**config.mk**
```make
export PLATFORM = sky130hd
export DESIGN_NAME = pwm_measure
export DESIGN_NICKNAME = d
export VERILOG_FILES = /design/src/rtl/pwm_pkg.sv /design/src/rtl/pwm_measure_sync_edge.sv /design/src/rtl/pwm_measure.sv
export SDC_FILE = /design/constraint.sdc
export NUM_CORES = 1
export LEC_CHECK = 0
export BUFFER_PORTS_ARGS = -buffer_cell sky130_fd_sc_hd__buf_2
export CORE_MARGIN = 3
export CORE_UTILIZATION = 60
export CTS_BUF_LIST = sky130_fd_sc_hd__clkbuf_8
export CTS_CLUSTER_DIAMETER = 150
export DETAILED_ROUTE_END_ITERATION = 16
export GPL_TIMING_DRIVEN = 0
export PLACE_DENSITY_LB_ADDON = 0.08
export SLEW_MARGIN = 20
export SYNTH_ARGS = -nofsm -noshare
export SYNTH_HDL_FRONTEND = slang
export SYNTH_HIERARCHICAL = 1
export SYNTH_SLANG_ARGS = --single-unit
```
**constraint.sdc**
```tcl
create_clock -name clk -period 7 [get_ports clk]
set_clock_uncertainty 0.1 [all_clocks]
set_input_delay 0 -clock clk [delete_from_list [all_inputs] [get_ports clk]]
set_output_delay 0 -clock clk [all_outputs]
set_load 0.05 [all_outputs]
```
**src/rtl/pwm_pkg.sv**
```systemverilog
// Shared definitions for the PWM generator / measurement pair:
// the common counter width and the measurement FSM encoding.
package pwm_pkg;

  localparam int unsigned CNT_W_DEF = 13;

  typedef enum logic [1:0] {
    ST_IDLE = 2'd0,
    ST_ARM  = 2'd1,
    ST_RUN  = 2'd2
  } meas_state_e;

endpackage

```
**src/rtl/pwm_measure_sync_edge.sv**
```systemverilog
// Multi-stage synchroniser for an asynchronous level input, followed by
// a rising-edge detector on the synchronised level.
module sync_edge #(
  parameter int unsigned STAGES = 2
) (
  input  logic clk,
  input  logic reset,
  input  logic d_i,
  output logic s_o,
  output logic rise_o
);

  logic [STAGES-1:0] sync_q;
  logic              s_dly_q;

  // Shift the raw input through the synchroniser and keep one extra delayed copy
  always_ff @(posedge clk or negedge reset) begin
    if (!reset) begin
      sync_q  <= '0;
      s_dly_q <= 1'b0;
    end else begin
      sync_q  <= {sync_q[STAGES-2:0], d_i};
      s_dly_q <= sync_q[STAGES-1];
    end
  end

  assign s_o    = sync_q[STAGES-1];
  assign rise_o = sync_q[STAGES-1] & ~s_dly_q;

endmodule

```
**src/rtl/pwm_measure.sv**
```systemverilog
// Measures high time, dead (both-low) time and period of a PWM pair in core
// clock ticks, presenting each completed cycle through a valid/ready register.
module pwm_measure
  import pwm_pkg::*;
#(
  parameter int unsigned CNT_W       = CNT_W_DEF,
  parameter int unsigned SYNC_STAGES = 2
) (
  input  logic             clk,
  input  logic             reset,
  input  logic             en,
  input  logic             signal,
  input  logic             signal_b,
  input  logic             meas_ready,
  output logic             meas_valid,
  output logic [CNT_W-1:0] high_cnt,
  output logic [CNT_W-1:0] dead_cnt,
  output logic [CNT_W-1:0] period_cnt,
  output logic             sat,
  output logic             overlap_err,
  output logic             overrun_err,
  output logic             timeout
);

  localparam logic [CNT_W-1:0] CNT_MAX = '1;
  localparam logic [CNT_W-1:0] CNT_ONE = {{(CNT_W-1){1'b0}}, 1'b1};

  function automatic logic [CNT_W-1:0] sat_inc(input logic [CNT_W-1:0] v, input logic inc);
    if (inc && (v != CNT_MAX)) begin
      return v + CNT_ONE;
    end else begin
      return v;
    end
  endfunction

  logic s_sig;
  logic s_sigb;
  logic sig_rise;
  logic sigb_rise_unused;

  sync_edge #(.STAGES(SYNC_STAGES)) u_sync_sig (
    .clk    (clk),
    .reset  (reset),
    .d_i    (signal),
    .s_o    (s_sig),
    .rise_o (sig_rise)
  );

  sync_edge #(.STAGES(SYNC_STAGES)) u_sync_sigb (
    .clk    (clk),
    .reset  (reset),
    .d_i    (signal_b),
    .s_o    (s_sigb),
    .rise_o (sigb_rise_unused)
  );

  meas_state_e      state_q;
  logic [CNT_W-1:0] period_q;
  logic [CNT_W-1:0] high_q;
  logic [CNT_W-1:0] dead_q;

  logic [CNT_W-1:0] period_d;
  logic [CNT_W-1:0] high_d;
  logic [CNT_W-1:0] dead_d;
  logic             capture_s;
  logic             res_sat_s;

  // Saturating next counts and capture qualification for the current cycle
  always_comb begin
    period_d  = sat_inc(period_q, 1'b1);
    high_d    = sat_inc(high_q, s_sig);
    dead_d    = sat_inc(dead_q, ~s_sig & ~s_sigb);
    capture_s = en && (state_q == ST_RUN) && sig_rise;
    res_sat_s = (period_q == CNT_MAX) || (high_q == CNT_MAX) || (dead_q == CNT_MAX);
  end

  // Measurement FSM, counters, result register, handshake and error flags
  always_ff @(posedge clk or negedge reset) begin
    if (!reset) begin
      state_q     <= ST_IDLE;
      period_q    <= '0;
      high_q      <= '0;
      dead_q      <= '0;
      meas_valid  <= 1'b0;
      high_cnt    <= '0;
      dead_cnt    <= '0;
      period_cnt  <= '0;
      sat         <= 1'b0;
      overlap_err <= 1'b0;
      overrun_err <= 1'b0;
      timeout     <= 1'b0;
    end else begin
      timeout <= 1'b0;

      // An acceptance in the capture cycle frees the register, so no bubble.
      if (capture_s && (!meas_valid || meas_ready)) begin
        meas_valid <= 1'b1;
        high_cnt   <= high_q;
        dead_cnt   <= dead_q;
        period_cnt <= period_q;
        sat        <= res_sat_s;
      end else if (capture_s) begin
        overrun_err <= 1'b1;
      end else if (meas_valid && meas_ready) begin
        meas_valid <= 1'b0;
      end

      if ((state_q == ST_RUN) && s_sig && s_sigb) begin
        overlap_err <= 1'b1;
      end

      if (!en) begin
        state_q  <= ST_IDLE;
        period_q <= '0;
        high_q   <= '0;
        dead_q   <= '0;
      end else begin
        case (state_q)
          ST_IDLE: begin
            state_q  <= ST_ARM;
            period_q <= '0;
            high_q   <= '0;
            dead_q   <= '0;
          end
          ST_ARM: begin
            if (sig_rise) begin
              state_q  <= ST_RUN;
              period_q <= CNT_ONE;
              high_q   <= CNT_ONE;
              dead_q   <= '0;
            end
          end
          ST_RUN: begin
            if (sig_rise) begin
              period_q <= CNT_ONE;
              high_q   <= CNT_ONE;
              dead_q   <= '0;
            end else if (period_q == CNT_MAX) begin
              timeout  <= 1'b1;
              state_q  <= ST_ARM;
              period_q <= '0;
              high_q   <= '0;
              dead_q   <= '0;
            end else begin
              period_q <= period_d;
              high_q   <= high_d;
              dead_q   <= dead_d;
            end
          end
          default: begin
            state_q  <= ST_IDLE;
            period_q <= '0;
            high_q   <= '0;
            dead_q   <= '0;
          end
        endcase
      end
    end
  end

endmodule
```
# Word-level counts from Yosys, hierarchy flattened
# Cells that the tools add are included.
[totals]
input_bits = 6
register_bits = 90
output_inout_bits = 44
[op_classes]
bitwise = 6
muxes = 29
add_sub_neg = 3
n_reduce_logical = 20
n_eq_ne = 15
[op_table]
columns = ["operator", "count"]
rows = [
  ["two-way mux 13 bit", 14],
  ["case mux 13 bit (2 select lines)", 3],
  ["adder 13 x 1 -> 13 bit (second input constant)", 3],
  ["== test 13 bit (second input constant)", 3],
  ["inequality test 13 bit (second input constant)", 3],
  ["inequality test 5 x 4 -> 1 bit (second input constant)", 3],
  ["AND reduction 2 bit", 5],
  ["logical AND 1 bit", 8],
  ["two-way mux 2 bit", 4],
  ["two-way mux 1 bit", 7],
  ["inequality test 3 bit (second input constant)", 2],
  ["case mux 2 bit (3 select lines)", 1],
  ["NOT 1 bit", 4],
  ["logical OR 1 bit", 3],
  ["inequality test 3 x 2 -> 1 bit (second input constant)", 1],
  ["AND reduction 3 bit", 1],
  ["bitwise AND 1 bit", 2],
  ["== test 2 x 1 -> 1 bit (second input constant)", 1],
  ["== test 2 bit (second input constant)", 1],
  ["logical NOT 2 bit", 1],
  ["inequality test 2 x 1 -> 1 bit (second input constant)", 1],
  ["nonzero test 2 bit", 1],
  ["logical NOT 1 bit", 1],
]

# Logic depth before layout (Yosys ltp)
[depth]
ltp_word = 8
depth_mapped = 10
depth_no_buf = 7

# Cells and area by module
# Netlist, hierarchy kept.
[by_module_without_submodules]
columns = ["mod", "n_inst", "area_each_um2", "seq_area_each_um2", "cells_each"]
rows = [
  ["pwm_measure", 1, 4078.9, 2127.0, 375],
  ["sync_edge", 2, 88.8, 75.1, 4],
]

# Worst setup path after synthesis
# No wires, ideal clock.
[synth_path]
kind = "register -> register"
from = "reg state_q[0]"
to = "reg high_q[11]"
setup_ns = 0.079
period_less_slack_ns = 2.186
path_stages_with_launch = 10
arrival_time_ns = 2.006
required_ns = 6.821
path_slack_ns = 4.814
path_cell_list = "dfrtp_1 > ha_1 > clkbuf_1 > and3b_1 > buf_2 > or3_4 > nor3_1 > buf_2 > nand4_1 > mux2i_1"
[synth_via]
elab_chain_cells = 3
[synth_lines]
columns = ["element", "line_no", "source"]
rows = [
  ["start, declared", "pwm_measure.sv:57", "meas_state_e state_q;"],
  ["start signal, assigned", "pwm_measure.sv:80", "state_q <= ST_IDLE;"],
  ["start signal, assigned", "pwm_measure.sv:113", "state_q <= ST_IDLE;"],
  ["start signal, assigned", "pwm_measure.sv:120", "state_q <= ST_ARM;"],
  ["== test 2 bit or == test 2 x 1 -> 1 bit (tied branches)", "pwm_measure.sv:118", "case (state_q)"],
  ["inequality test 5 x 4 -> 1 bit (no source line) (tied with other cells)", "-", ""],
  ["AND reduction 2 bit (no source line) or two-way mux 13 bit (tied branches)", "-", ""],
  ["end signal, assigned", "pwm_measure.sv:146", "high_q <= high_d;"],
  ["end, declared", "pwm_measure.sv:59", "logic [CNT_W-1:0] high_q;"],
]
# Several ways; a longest one is shown, not always the timed one.
# A chain may end at the register's enable or synchronous reset.

# Worst setup path in the final report
[layout_path]
from = "reg state_q[0]"
to = "reg period_q[3]"
[layout_via]
elab_chain_cells = 3
[layout_lines]
columns = ["element", "line_no", "source"]
rows = [
  ["== test 2 bit or == test 2 x 1 -> 1 bit (tied branches)", "pwm_measure.sv:118", ""],
  ["inequality test 5 x 4 -> 1 bit (no source line) (tied with other cells)", "-", ""],
  ["AND reduction 2 bit (no source line) or two-way mux 13 bit (tied branches)", "-", ""],
  ["end signal, assigned", "pwm_measure.sv:145", "period_q <= period_d;"],
  ["end, declared", "pwm_measure.sv:58", "logic [CNT_W-1:0] period_q;"],
]
# Several ways; a longest one is shown, not always the timed one.

==> results.md <==
* Outcome: complete, no violations
* Drt total wl at 9064 um
* Fin. max-slew vios at 0
* CTS max path bufs at 2
* First-pass GRT wire length at 15540 um
* RSZ-0062 raised after global routing: false
* Reg clk slew, reported paths at 100 ps
* Actual slew at the worst max-slew pin at 731.6 ps
* Area grow syn2layout at 15.54%
* # fillers at 464
* Tot GR Track Use at 23.40%
* Netlist Area Pre-Place at 0.004218 mm^2
* Final count of negative-setup-slack endpoints at 0
* Hold crit path type: in2async
* R2r startpoint: state_q[0]$_DFFE_PN0P_
* Average size of a mapped cell at 11.07 um^2
* DRC at 0
* Gp weighted congestion at 0.8388
* Most common cell after layout, fill and taps aside: dfrtp_1
* Seq pwr share at 50.5%
* Logic pwr share at 15.2%
* Leakage power at 2.271 nW
* Post-CTS Setup Bufs at 0
* Worst-path fanout max at 10
* Util after Layout at 74.20%
* Cell Int Power at 0.7659 mW
* Antenna cells at 0
* Max-cap violations at 0
* Wirelength per Cell at 16.63 um
* Row cnt at 29
* Die Area at 0.008072 mm^2
* H-tree levels at 3
* Pwr dens at 222.3 mW/mm^2
* Final worst-path cycle share at 36.88%
* Number of buffers created by CTS at 9
* Syn nets at 393
* Register area at 0.002252 mm^2
* Hold Violations, Final at 0
* Largest net degree at the start of global routing at 57
* CP Launch Type: flip-flop
* Most frequent cells in the layout: dfrtp_1 (90), buf_2 (50), mux2_2 (40), nand2_1 (30), o21ai_0 (28)
* Post_cts resized at 0
* Peak supply drop at 0.1875 mV
* CP endpoint kind: flip-flop
* Height of the die at 89.85 um
* Placed wire-length estimate at 6274 um
* CTS tree: done
* Antenna violations before repair at 0
* Ys Warns at 6
* Starting density of the core at 64.22%
* Vias in the first global route at 3226
* Min Tclk post-route at 2582 ps
* Vias per cell at 6.028
* Ports at 50
* Sink Count at 90
* Critical Path RT at 7160 ps
* Clock Latency Late Sink at 360 ps
* Die W at 89.85 um
* DR vias at 3285
* Setup TNS at 0 ps
* Final ANT Viol Nets at 0
* Crit Path Class: reg2reg
* Switching Share at 29.31%
* Fin nets at 459
* Starting DRT DRC Count at 231
* Worst slew margin at 50.96%
* Placeable core area at 0.006568 mm^2
* Root Driver: clkbuf_8
* First-pass DRT Iterations at 5
* FMAX at 387.3 MHz
* Post-Syn Instances at 381
* Port buffer count at 48
* Clk pwr share at 34.4%
* Share of post-route cells with drive strength above 1 at 28.32%
* Multi-input logic area at 0.001829 mm^2
* Psw at 0.3176 mW
* Crit path launch: state_q[0]$_DFFE_PN0P_
* WP data arrival at 2750 ps
* Grt total ovfl at 0
[power groups by stage]
stage	Combinational (mW)	Clock, mW	Sequential, mW
CTS	0.163	0.377	0.547
global placement	0.153	0	0.556
floorplan	0.0940	0	0.572
finish	0.164	0.372	0.547
global route	0.182	0.401	0.549
detailed placement	0.159	0	0.557
[critical path, cell delays in order, from the launching register on]
cell	delay [ps]
dfrtp_1	440
inv_1	80
ha_1	300
nand3b_1	130
clkbuf_1	240
nor3_2	650
nand2_1	260
o31ai_1	290
[metal layers]
metal / global-route usage (%) / part of all wire, %
met5: 0 / 0
met3: 2.671 / 5.3
met4: 8.174 / 1.8
met1: 34.27 / 46
met2: 36.59 / 47
[metrics by stage]
step	setup WS, ps	cells	area [um^2]	total power [mW]	hold WS [ps]
floorplan	4814	381	4218	0.6661	-395.6
global placement	4512	522	4574	0.7086	8.860
detailed placement	4505	523	4604	0.7160	-119.0
CTS	4458	545	4873	1.087	33.26
global route	4206	545	4873	1.132	74.88
finish	4418	545	4873	1.083	26.85
[cell type report]
class                   instances  share of cell area (%)
clock buffers                  10                   2.824
multi-input cells             259                   37.54
plain buffers                  19                   1.797
clock inverters                 6                   1.463
flip-flops and latches         90                   46.21
repair buffers                 55                   6.778
inverters                      13                   1.001
well taps                      93                   2.388
[final timing paths]
kind	endpoint	slack, ps	depth (start not counted)
max	period_q[3]$_DFFE_PN0P_	4420	7
min in group clk	u_sync_sig/sync_q[0]$_DFF_PN0_	180	2
min	period_q[7]$_DFFE_PN0P_	30	2
max in group asynchronous	high_q[0]$_DFFE_PN0P_	6150	3
max reg2reg	period_q[3]$_DFFE_PN0P_	4420	7
min reg2reg	u_sync_sig/sync_q[1]$_DFF_PN0_	260	0
[sequential cells by signal, summed over array words and instances, names as in the netlist]
signal / count
meas_valid: 1
period_cnt: 13
u_sync_sigb/sync_q: 2
sat: 1
dead_cnt: 13
overrun_err: 1
high_cnt: 13
high_q: 13
u_sync_sig/s_dly_q: 1
u_sync_sig/sync_q: 2
state_q: 2
dead_q: 13
timeout: 1
period_q: 13
overlap_err: 1
[what timing repair did]
item	4_1_cts	5_1_grt
endpoints found under the setup margin	0	0
hold buffers	6	0
hold endpoints to repair	98	0
No activity file was read; power rests on OpenSTA's default activity.
